==> config.mk <==
export PLATFORM = sky130hd
export DESIGN_NAME = hazard_ctrl
export DESIGN_NICKNAME = d
export VERILOG_FILES = /design/src/rtl/hazard_pkg.sv /design/src/rtl/muldiv_tracker.sv /design/src/rtl/hazard_ctrl.sv
export SDC_FILE = /design/constraint.sdc
export NUM_CORES = 1
export LEC_CHECK = 0
export ABC_AREA = 1
export CORE_MARGIN = 4
export CORE_UTILIZATION = 43
export CTS_CLUSTER_DIAMETER = 80
export CTS_CLUSTER_SIZE = 28
export DETAILED_ROUTE_END_ITERATION = 10
export GPL_TIMING_DRIVEN = 1
export PLACE_DENSITY = 0.84
export SYNTH_ARGS = -nofsm -noshare
export SYNTH_HDL_FRONTEND = slang
export SYNTH_SLANG_ARGS = --single-unit
==> constraint.sdc <==
create_clock -name clk -period 2.46 [get_ports clk]
set_clock_uncertainty 0.2 [all_clocks]
set_input_delay 0.492 -clock clk [delete_from_list [all_inputs] [get_ports clk]]
set_output_delay 0.492 -clock clk [all_outputs]
set_load 0.1 [all_outputs]
==> src/rtl/hazard_pkg.sv <==
// Shared types for the pipeline hazard controller: forwarding selects and
// mul/div occupancy states.
package hazard_pkg;

    typedef enum logic [1:0] {
        FWD_RF  = 2'b00,
        FWD_WB  = 2'b01,
        FWD_MEM = 2'b10
    } fwd_sel_t;

    typedef enum logic {
        MD_IDLE = 1'b0,
        MD_BUSY = 1'b1
    } md_state_t;

endpackage

==> src/rtl/muldiv_tracker.sv <==
// Tracks a multi-cycle mul/div instruction in E and requests an E-stage hold
// until its MD_LAT-cycle occupancy has elapsed.
module muldiv_tracker
    import hazard_pkg::*;
#(
    parameter int unsigned MD_LAT = 4
) (
    input  logic clk,
    input  logic reset,
    input  logic muldiv_e,
    output logic md_stall,
    output logic md_busy
);

    localparam int unsigned CW       = (MD_LAT > 1) ? $clog2(MD_LAT) : 1;
    localparam bit          MD_EN    = (MD_LAT > 1);
    localparam logic [CW-1:0] CNT_INIT = CW'((MD_LAT > 1) ? (MD_LAT - 2) : 0);

    md_state_t     state_q;
    logic [CW-1:0] cnt_q;

    // Entry cycle counts as the first of MD_LAT; cnt reaching zero is the last.
    always_ff @(posedge clk or posedge reset) begin
        if (reset) begin
            state_q <= MD_IDLE;
            cnt_q   <= '0;
        end else begin
            case (state_q)
                MD_IDLE: begin
                    if (muldiv_e && MD_EN) begin
                        state_q <= MD_BUSY;
                        cnt_q   <= CNT_INIT;
                    end
                end
                MD_BUSY: begin
                    if (cnt_q != '0) begin
                        cnt_q <= cnt_q - CW'(1);
                    end else begin
                        state_q <= MD_IDLE;
                    end
                end
                default: state_q <= MD_IDLE;
            endcase
        end
    end

    always_comb begin
        md_stall = 1'b0;
        md_busy  = 1'b0;
        if (!reset) begin
            md_busy = (state_q == MD_BUSY);
            if (state_q == MD_IDLE) begin
                md_stall = muldiv_e && MD_EN;
            end else begin
                md_stall = (cnt_q != '0);
            end
        end
    end

endmodule

==> src/rtl/hazard_ctrl.sv <==
// 5-stage pipeline hazard unit: EX/D forwarding, load-use and branch stalls,
// mul/div E-stage hold, stage flushes and a saturating stall-cycle counter.
module hazard_ctrl
    import hazard_pkg::*;
#(
    parameter int unsigned REG_W       = 5,
    parameter int unsigned BRANCH_IN_D = 0,
    parameter int unsigned MD_LAT      = 4,
    parameter int unsigned CNT_W       = 16
) (
    input  logic             clk,
    input  logic             reset,
    input  logic [REG_W-1:0] rs_d,
    input  logic [REG_W-1:0] rt_d,
    input  logic [REG_W-1:0] rs_e,
    input  logic [REG_W-1:0] rt_e,
    input  logic [REG_W-1:0] writereg_e,
    input  logic [REG_W-1:0] writereg_m,
    input  logic [REG_W-1:0] writereg_w,
    input  logic             regwrite_e,
    input  logic             regwrite_m,
    input  logic             regwrite_w,
    input  logic             memtoreg_e,
    input  logic             memtoreg_m,
    input  logic             branch_d,
    input  logic             muldiv_e,
    input  logic             pcsrc,
    input  logic             clr_count,
    output logic [1:0]       forward_a_e,
    output logic [1:0]       forward_b_e,
    output logic             forward_a_d,
    output logic             forward_b_d,
    output logic             stall_f,
    output logic             stall_d,
    output logic             stall_e,
    output logic             flush_d,
    output logic             flush_e,
    output logic             flush_m,
    output logic             md_busy,
    output logic [CNT_W-1:0] stall_count
);

    localparam bit BR_IN_D = (BRANCH_IN_D != 0);

    logic             md_stall;
    logic             lw_stall;
    logic             br_stall;
    logic             any_stall;
    logic [CNT_W-1:0] count_q;
    logic [CNT_W-1:0] count_d;

    muldiv_tracker #(
        .MD_LAT(MD_LAT)
    ) u_md (
        .clk     (clk),
        .reset   (reset),
        .muldiv_e(muldiv_e),
        .md_stall(md_stall),
        .md_busy (md_busy)
    );

    function automatic fwd_sel_t ex_fwd(
        input logic [REG_W-1:0] src,
        input logic [REG_W-1:0] wr_m,
        input logic             rw_m,
        input logic [REG_W-1:0] wr_w,
        input logic             rw_w
    );
        if (src != '0 && src == wr_m && rw_m) begin
            return FWD_MEM;
        end else if (src != '0 && src == wr_w && rw_w) begin
            return FWD_WB;
        end
        return FWD_RF;
    endfunction

    always_comb begin
        lw_stall = memtoreg_e && regwrite_e && (writereg_e != '0)
                   && (writereg_e == rs_d || writereg_e == rt_d);
        br_stall = BR_IN_D && branch_d
                   && ((regwrite_e && (writereg_e != '0)
                        && (writereg_e == rs_d || writereg_e == rt_d))
                    || (memtoreg_m && (writereg_m != '0)
                        && (writereg_m == rs_d || writereg_m == rt_d)));
        any_stall = md_stall | lw_stall | br_stall;
    end

    // All stage controls are forced low while reset is asserted.
    always_comb begin
        forward_a_e = FWD_RF;
        forward_b_e = FWD_RF;
        forward_a_d = 1'b0;
        forward_b_d = 1'b0;
        stall_f     = 1'b0;
        stall_d     = 1'b0;
        stall_e     = 1'b0;
        flush_d     = 1'b0;
        flush_e     = 1'b0;
        flush_m     = 1'b0;
        if (!reset) begin
            forward_a_e = ex_fwd(rs_e, writereg_m, regwrite_m, writereg_w, regwrite_w);
            forward_b_e = ex_fwd(rt_e, writereg_m, regwrite_m, writereg_w, regwrite_w);
            forward_a_d = BR_IN_D && (rs_d != '0) && (rs_d == writereg_m) && regwrite_m;
            forward_b_d = BR_IN_D && (rt_d != '0) && (rt_d == writereg_m) && regwrite_m;
            stall_f     = any_stall;
            stall_d     = any_stall;
            stall_e     = md_stall;
            flush_m     = md_stall;
            flush_e     = (lw_stall | br_stall | (pcsrc && !BR_IN_D)) && !md_stall;
            flush_d     = pcsrc && !any_stall;
        end
    end

    always_comb begin
        count_d = count_q;
        if (clr_count) begin
            count_d = '0;
        end else if (stall_f && count_q != '1) begin
            count_d = count_q + CNT_W'(1);
        end
    end

    always_ff @(posedge clk or posedge reset) begin
        if (reset) begin
            count_q <= '0;
        end else begin
            count_q <= count_d;
        end
    end

    assign stall_count = count_q;

endmodule
# == Yosys cells after proc, flatten, opt, wreduce, memory -nomap -nowiden ==
# Index checks and enable logic that the tools add are counted.
# op_classes
n_addsub,2
eq_ne,9
n_mux,29
bitwise,3
reduce_logical,23
# op_table
cell,n
16-bit 2-to-1 mux,2
5-bit == test,6
2-bit 2-to-1 mux,10
16-bit by 1-bit adder with 16-bit output (second input constant),1
16-bit inequality test (second input constant),1
1-bit 2-to-1 mux,15
5-bit nonzero test,3
1-bit logical AND,14
2-bit inequality test (second input constant),2
2-bit one-hot mux with 2 select lines,1
2-bit nonzero test,2
1-bit logical NOT,2
1-bit bitwise OR,2
1-bit one-hot mux with 2 select lines,1
2-bit AND reduction,1
2-bit by 1-bit subtractor with 2-bit output (second input constant),1
1-bit logical OR,1
1-bit NOT,1
# totals
regBits,19
out_inout_bits,29
word_cells,69

# == Depth between registers and ports, before layout ==
# logic_depth
ltp_word,8
mapped_depth,13
mapped_depth_nobuf,12

# == Modules after synthesis ==
# From an unflattened synthesis, not the netlist that was laid out.
# hier_totals
cells_unflattened,286
hier_area_um2,1774.2
# by_module_without_submodules
module,n_inst,cells_per_inst,area_per_inst_um2
hazard_ctrl,1,265,1614.0
muldiv_tracker,1,21,160.2

# == Worst setup path before layout ==
# OpenSTA, ideal clock, no wires.
# synth_path
kind,reg-to-output
from,register u_md.cnt_q[0]
to,output port flush_d
arrival_time_ps,3474
required_time_ps,1768
slack_ps,-1706
path_stages_with_launch,9
path_buffers,0
cell_sequence,dfrtp_1 inv_1 ha_1 nor2_1 a21oi_1 nor2_1 inv_1 nand2_1 nor3_1
# synth_via
elab_chain_len,7
# synth_rtl
element,line,text
from (decl),muldiv_tracker.sv:20,logic [CW-1:0] cnt_q;
from (signal assigned),muldiv_tracker.sv:37,cnt_q <= cnt_q - CW'(1);
2-bit nonzero test,muldiv_tracker.sv:55,md_stall = (cnt_q != '0);
1-bit 2-to-1 mux,muldiv_tracker.sv:52,if (state_q == MD_IDLE) begin
1-bit 2-to-1 mux,muldiv_tracker.sv:50,if (!reset) begin
1-bit bitwise OR,hazard_ctrl.sv:85,any_stall = md_stall | lw_stall | br_stall;
1-bit logical NOT,hazard_ctrl.sv:110,flush_d = pcsrc && !any_stall;
1-bit logical AND,hazard_ctrl.sv:110,
1-bit 2-to-1 mux,hazard_ctrl.sv:100,if (!reset) begin
to (decl),hazard_ctrl.sv:36,"output logic flush_d,"
# Every way passes these cells.

# == Final worst setup path ==
# layout_path
from,input port rt_d[3]
to,output port flush_e
# layout_via
elab_chain_len,6
# layout_rtl
element,line,text
from (decl),hazard_ctrl.sv:14,"input logic [REG_W-1:0] rt_d,"
5-bit == test,hazard_ctrl.sv:79,&& (writereg_e == rs_d || writereg_e == rt_d);
1-bit logical OR,hazard_ctrl.sv:79,
1-bit logical AND,hazard_ctrl.sv:79,
1-bit bitwise OR,hazard_ctrl.sv:109,flush_e = (lw_stall | br_stall | (pcsrc && !BR_IN_D)) && !md_stall;
1-bit logical AND,hazard_ctrl.sv:109,
1-bit 2-to-1 mux,hazard_ctrl.sv:100,
to (decl),hazard_ctrl.sv:37,"output logic flush_e,"
# Every way passes these cells.

==> run_results.csv <==
group,metric,value,unit
setup_path,critPathKind,"in -> out",
floorplanning,die_h,72.9,microns
synth,synth.cell_area,0.00181,sq mm
clock_network,numCtsBuffers,3,
sta,setup_violations,1,
synth,syn_area_per_cell,6.18,sq um
routing,vias,2228,
floorplanning,pin_count,75,
synth,synth_edf_count,0,
flow_run,max-cap-violations,0,
synth,synth_top_area_share,26.3,%
outcome,violations,"setup timing",
routing,drt_iter0_drc,78,
routing,post_drt_wl_per_cell,14.1,microns
worst_hold_path,min_path_type,"in -> async",
floorplanning,start_util,44.9,%
cells_and_area,drive_gt1_share,33.2,%
sta,maxSlewViolCount,0,
clock_network,cts_tree,"done",
global_route,grt_use_met2,39.9,%
synth,ys_warn_count,0,
floorplanning,design.core.area,0.00403,sq mm
power_and_ir_drop,p_per_area,561,mW/mm^2
power_and_ir_drop,leakagePower,1.50,nW
synth,yosys_register_bits,19,
floorplanning,fp.dieArea,0.00531,sq mm
placement,hpwlAfterDp,4430,microns
global_route,met1_usage,25.9,%
cells_and_area,area_delta_synth_final,65.9,%
cells_and_area,antenna_cells,0,
routing,drc,0,
placement,io_buffers,70,
cells_and_area,final_nets,434,
power_and_ir_drop,irDropWorstVdd,769,uV
placement,gp_congestion,0.961,
global_route,grt_pass1_wl,9170,microns
global_route,grt_max_degree,21,
global_route,use_met3,2.89,%
synth,synth.most_common_cell,"nand2_1",
power_and_ir_drop,total_power,0.00168,W
routing,viasPerCell,5.12,
clock_network,htree_levels,1,
global_route,track_usage,21.7,%
synth,synth_cells,293,
setup_path,arrival,1.82,ns
setup_path,cp_max_fo,3,
global_route,gr-total-overflow,0,
synth,synth_cell_types,31,
clock_network,cts_sinks,19,
setup_path,reg2reg_to,"stall_count[12]",
synth,ys_seq_area_share,26.3,%
sta,tightest_slew,0.601,ns
setup_path,critPathLaunchType,"input port",
global_route,busiest_layer,"met2",
synth,ys.flop_type,"dfrtp_1",
floorplanning,die_x,72.9,microns
sta,relSlewSlack,59.6,%
synth,async_flop_share,100,%
clock_network,holdBufCountCts,0,
clock_network,path_clk_slew,0.08,ns
sta,min_period_over_period,102,%
clock_network,cts.path.max_buffers,2,
setup_path,reg2regPathDepth,11,
synth,synth.area.top_cells,"dfrtp_1 26%, nand2_1 20%, inv_1 8.3%, nor2_1 8.3%, nand3_1 6.9%",
synth,yosys.area.top_type,"dfrtp_1",
synth,synth_common_cells,"95 x nand2_1, 40 x inv_1, 40 x nor2_1",
global_route,grt_pass1_vias,2114,
clock_network,cts_root_buf,"clkbuf_8",
routing,finalWirelength,6120,microns
routing,ant_nets,0,
setup_path,ff2ff_setup_slack,0.46,ns
sta,hold_violations,0,
sta,clock.fmax,398,MHz
sta,setup_slack,-0.0507,ns
global_route,antenna_found_initial,0,
routing,dr.pass1.iters,4,
sta,rsz0062_at_grt,"true",
setup_path,endpoint_kind,"primary output",
setup_path,required,1.77,ns
setup_path,r2r_start,"stall_count[0]",
floorplanning,fp-row-count,23,
sta,period_minus_slack,2.51,ns
outcome,outcome,"finished, violations left",
sta,holdWs,0.264,ns
clock_network,clock_latency,0.26,ns
## metal layers
| metal | vias up | share of wire (%) |
|---|---|---|
| li1 | 1102 | - |
| met1 | 1040 | 40 |
| met2 | 78 | 53 |
| met3 | 8 | 5.7 |
| met4 | 0 | 1.4 |
| met5 | - | 0 |
## worst max path at each step
stage / slack (ns) / cells past startpoint / start / endpoint
final: -0.05 / 7 / rt_d[3] / flush_e
after global placement: -0.31 / 11 / writereg_e[1] / flush_e
after detailed placement: -0.40 / 11 / writereg_e[1] / flush_e
after global routing: -0.09 / 7 / rt_d[3] / flush_e
after CTS: 0.002 / 9 / rt_d[1] / flush_e
after floorplan: -0.28 / 8 / u_md.cnt_q[0] / flush_d
## final cells by class
type	instances	area [sq um]
inverters	41	170
clock buffers	4	45.0
well taps	50	62.6
flip-flops and latches	19	484
fillers	334	1030
multi-input cells	224	1330
repair buffers	97	908
## worst max-delay path: stages
cell and delay [ns]:
dlygate4sd2_1 0.24, xnor2_1 0.27, nand3_2 0.14, nand2_2 0.10, nand2_4 0.07, a211oi_4 0.28, buf_12 0.21
## cells by family (layout without fill, tap and decap cells)
family	count (synthesis)	after routing	share of synthesized area, %
fa+ha+maj	2	2	1.38
other cells	1	2	0.207
simple gates	187	187	45.8
buf+inv	51	142	12.2
compound gates	15	15	5.39
xor+xnor	18	18	8.71
flops	19	19	26.3
## state kept, by name, summed over array words and instances, names as in the netlist
| name | flops |
|---|---|
| stall_count | 16 |
| u_md.cnt_q | 2 |
| u_md.state_q | 1 |
## cell usage in the layout (no fill, tap or decap), types with 7 or more instances in the layout
cell type      Yosys  routed
xor2_1             9       8
nand3_1           25      23
clkbuf_2           0      10
xnor2_1            9       9
nor2_1            40      33
buf_4              4      40
buf_12             0      12
nand2_1           95      87
inv_2              0       8
dlygate4sd2_1      0      16
dfrtp_2            0       7
inv_1             40      30
dfrtp_1           19      12
## where the power goes
part / switching [W] / internal (W)
combinational: 0.000700 / 0.000385
sequential: 0.0000269 / 0.000353
clock: 0.000104 / 0.000115
total: 0.000831 / 0.000853
## per-stage QoR
step	setup WS [ns]	instances	setup TNS [ns]	util (%)	instance area (sq um)
after detailed placement	-0.401	427	-5.43	71.1	2860
after floorplan	-0.280	294	-0.734	-	1940
after CTS	0.00150	434	0	72.8	2930
after global routing	-0.0864	435	-0.191	74.5	3000
final	-0.0507	435	-0.0507	74.5	3000
after global placement	-0.309	427	-3.42	71.1	2860
## repair_timing
action,CTS,global route
setup endpoints to repair,8,8
pin swaps,26,22
resized for setup,64,47
hold endpoints to repair,0,0
setup buffers,3,1
Note: power is estimated with default switching activity, not from simulation.
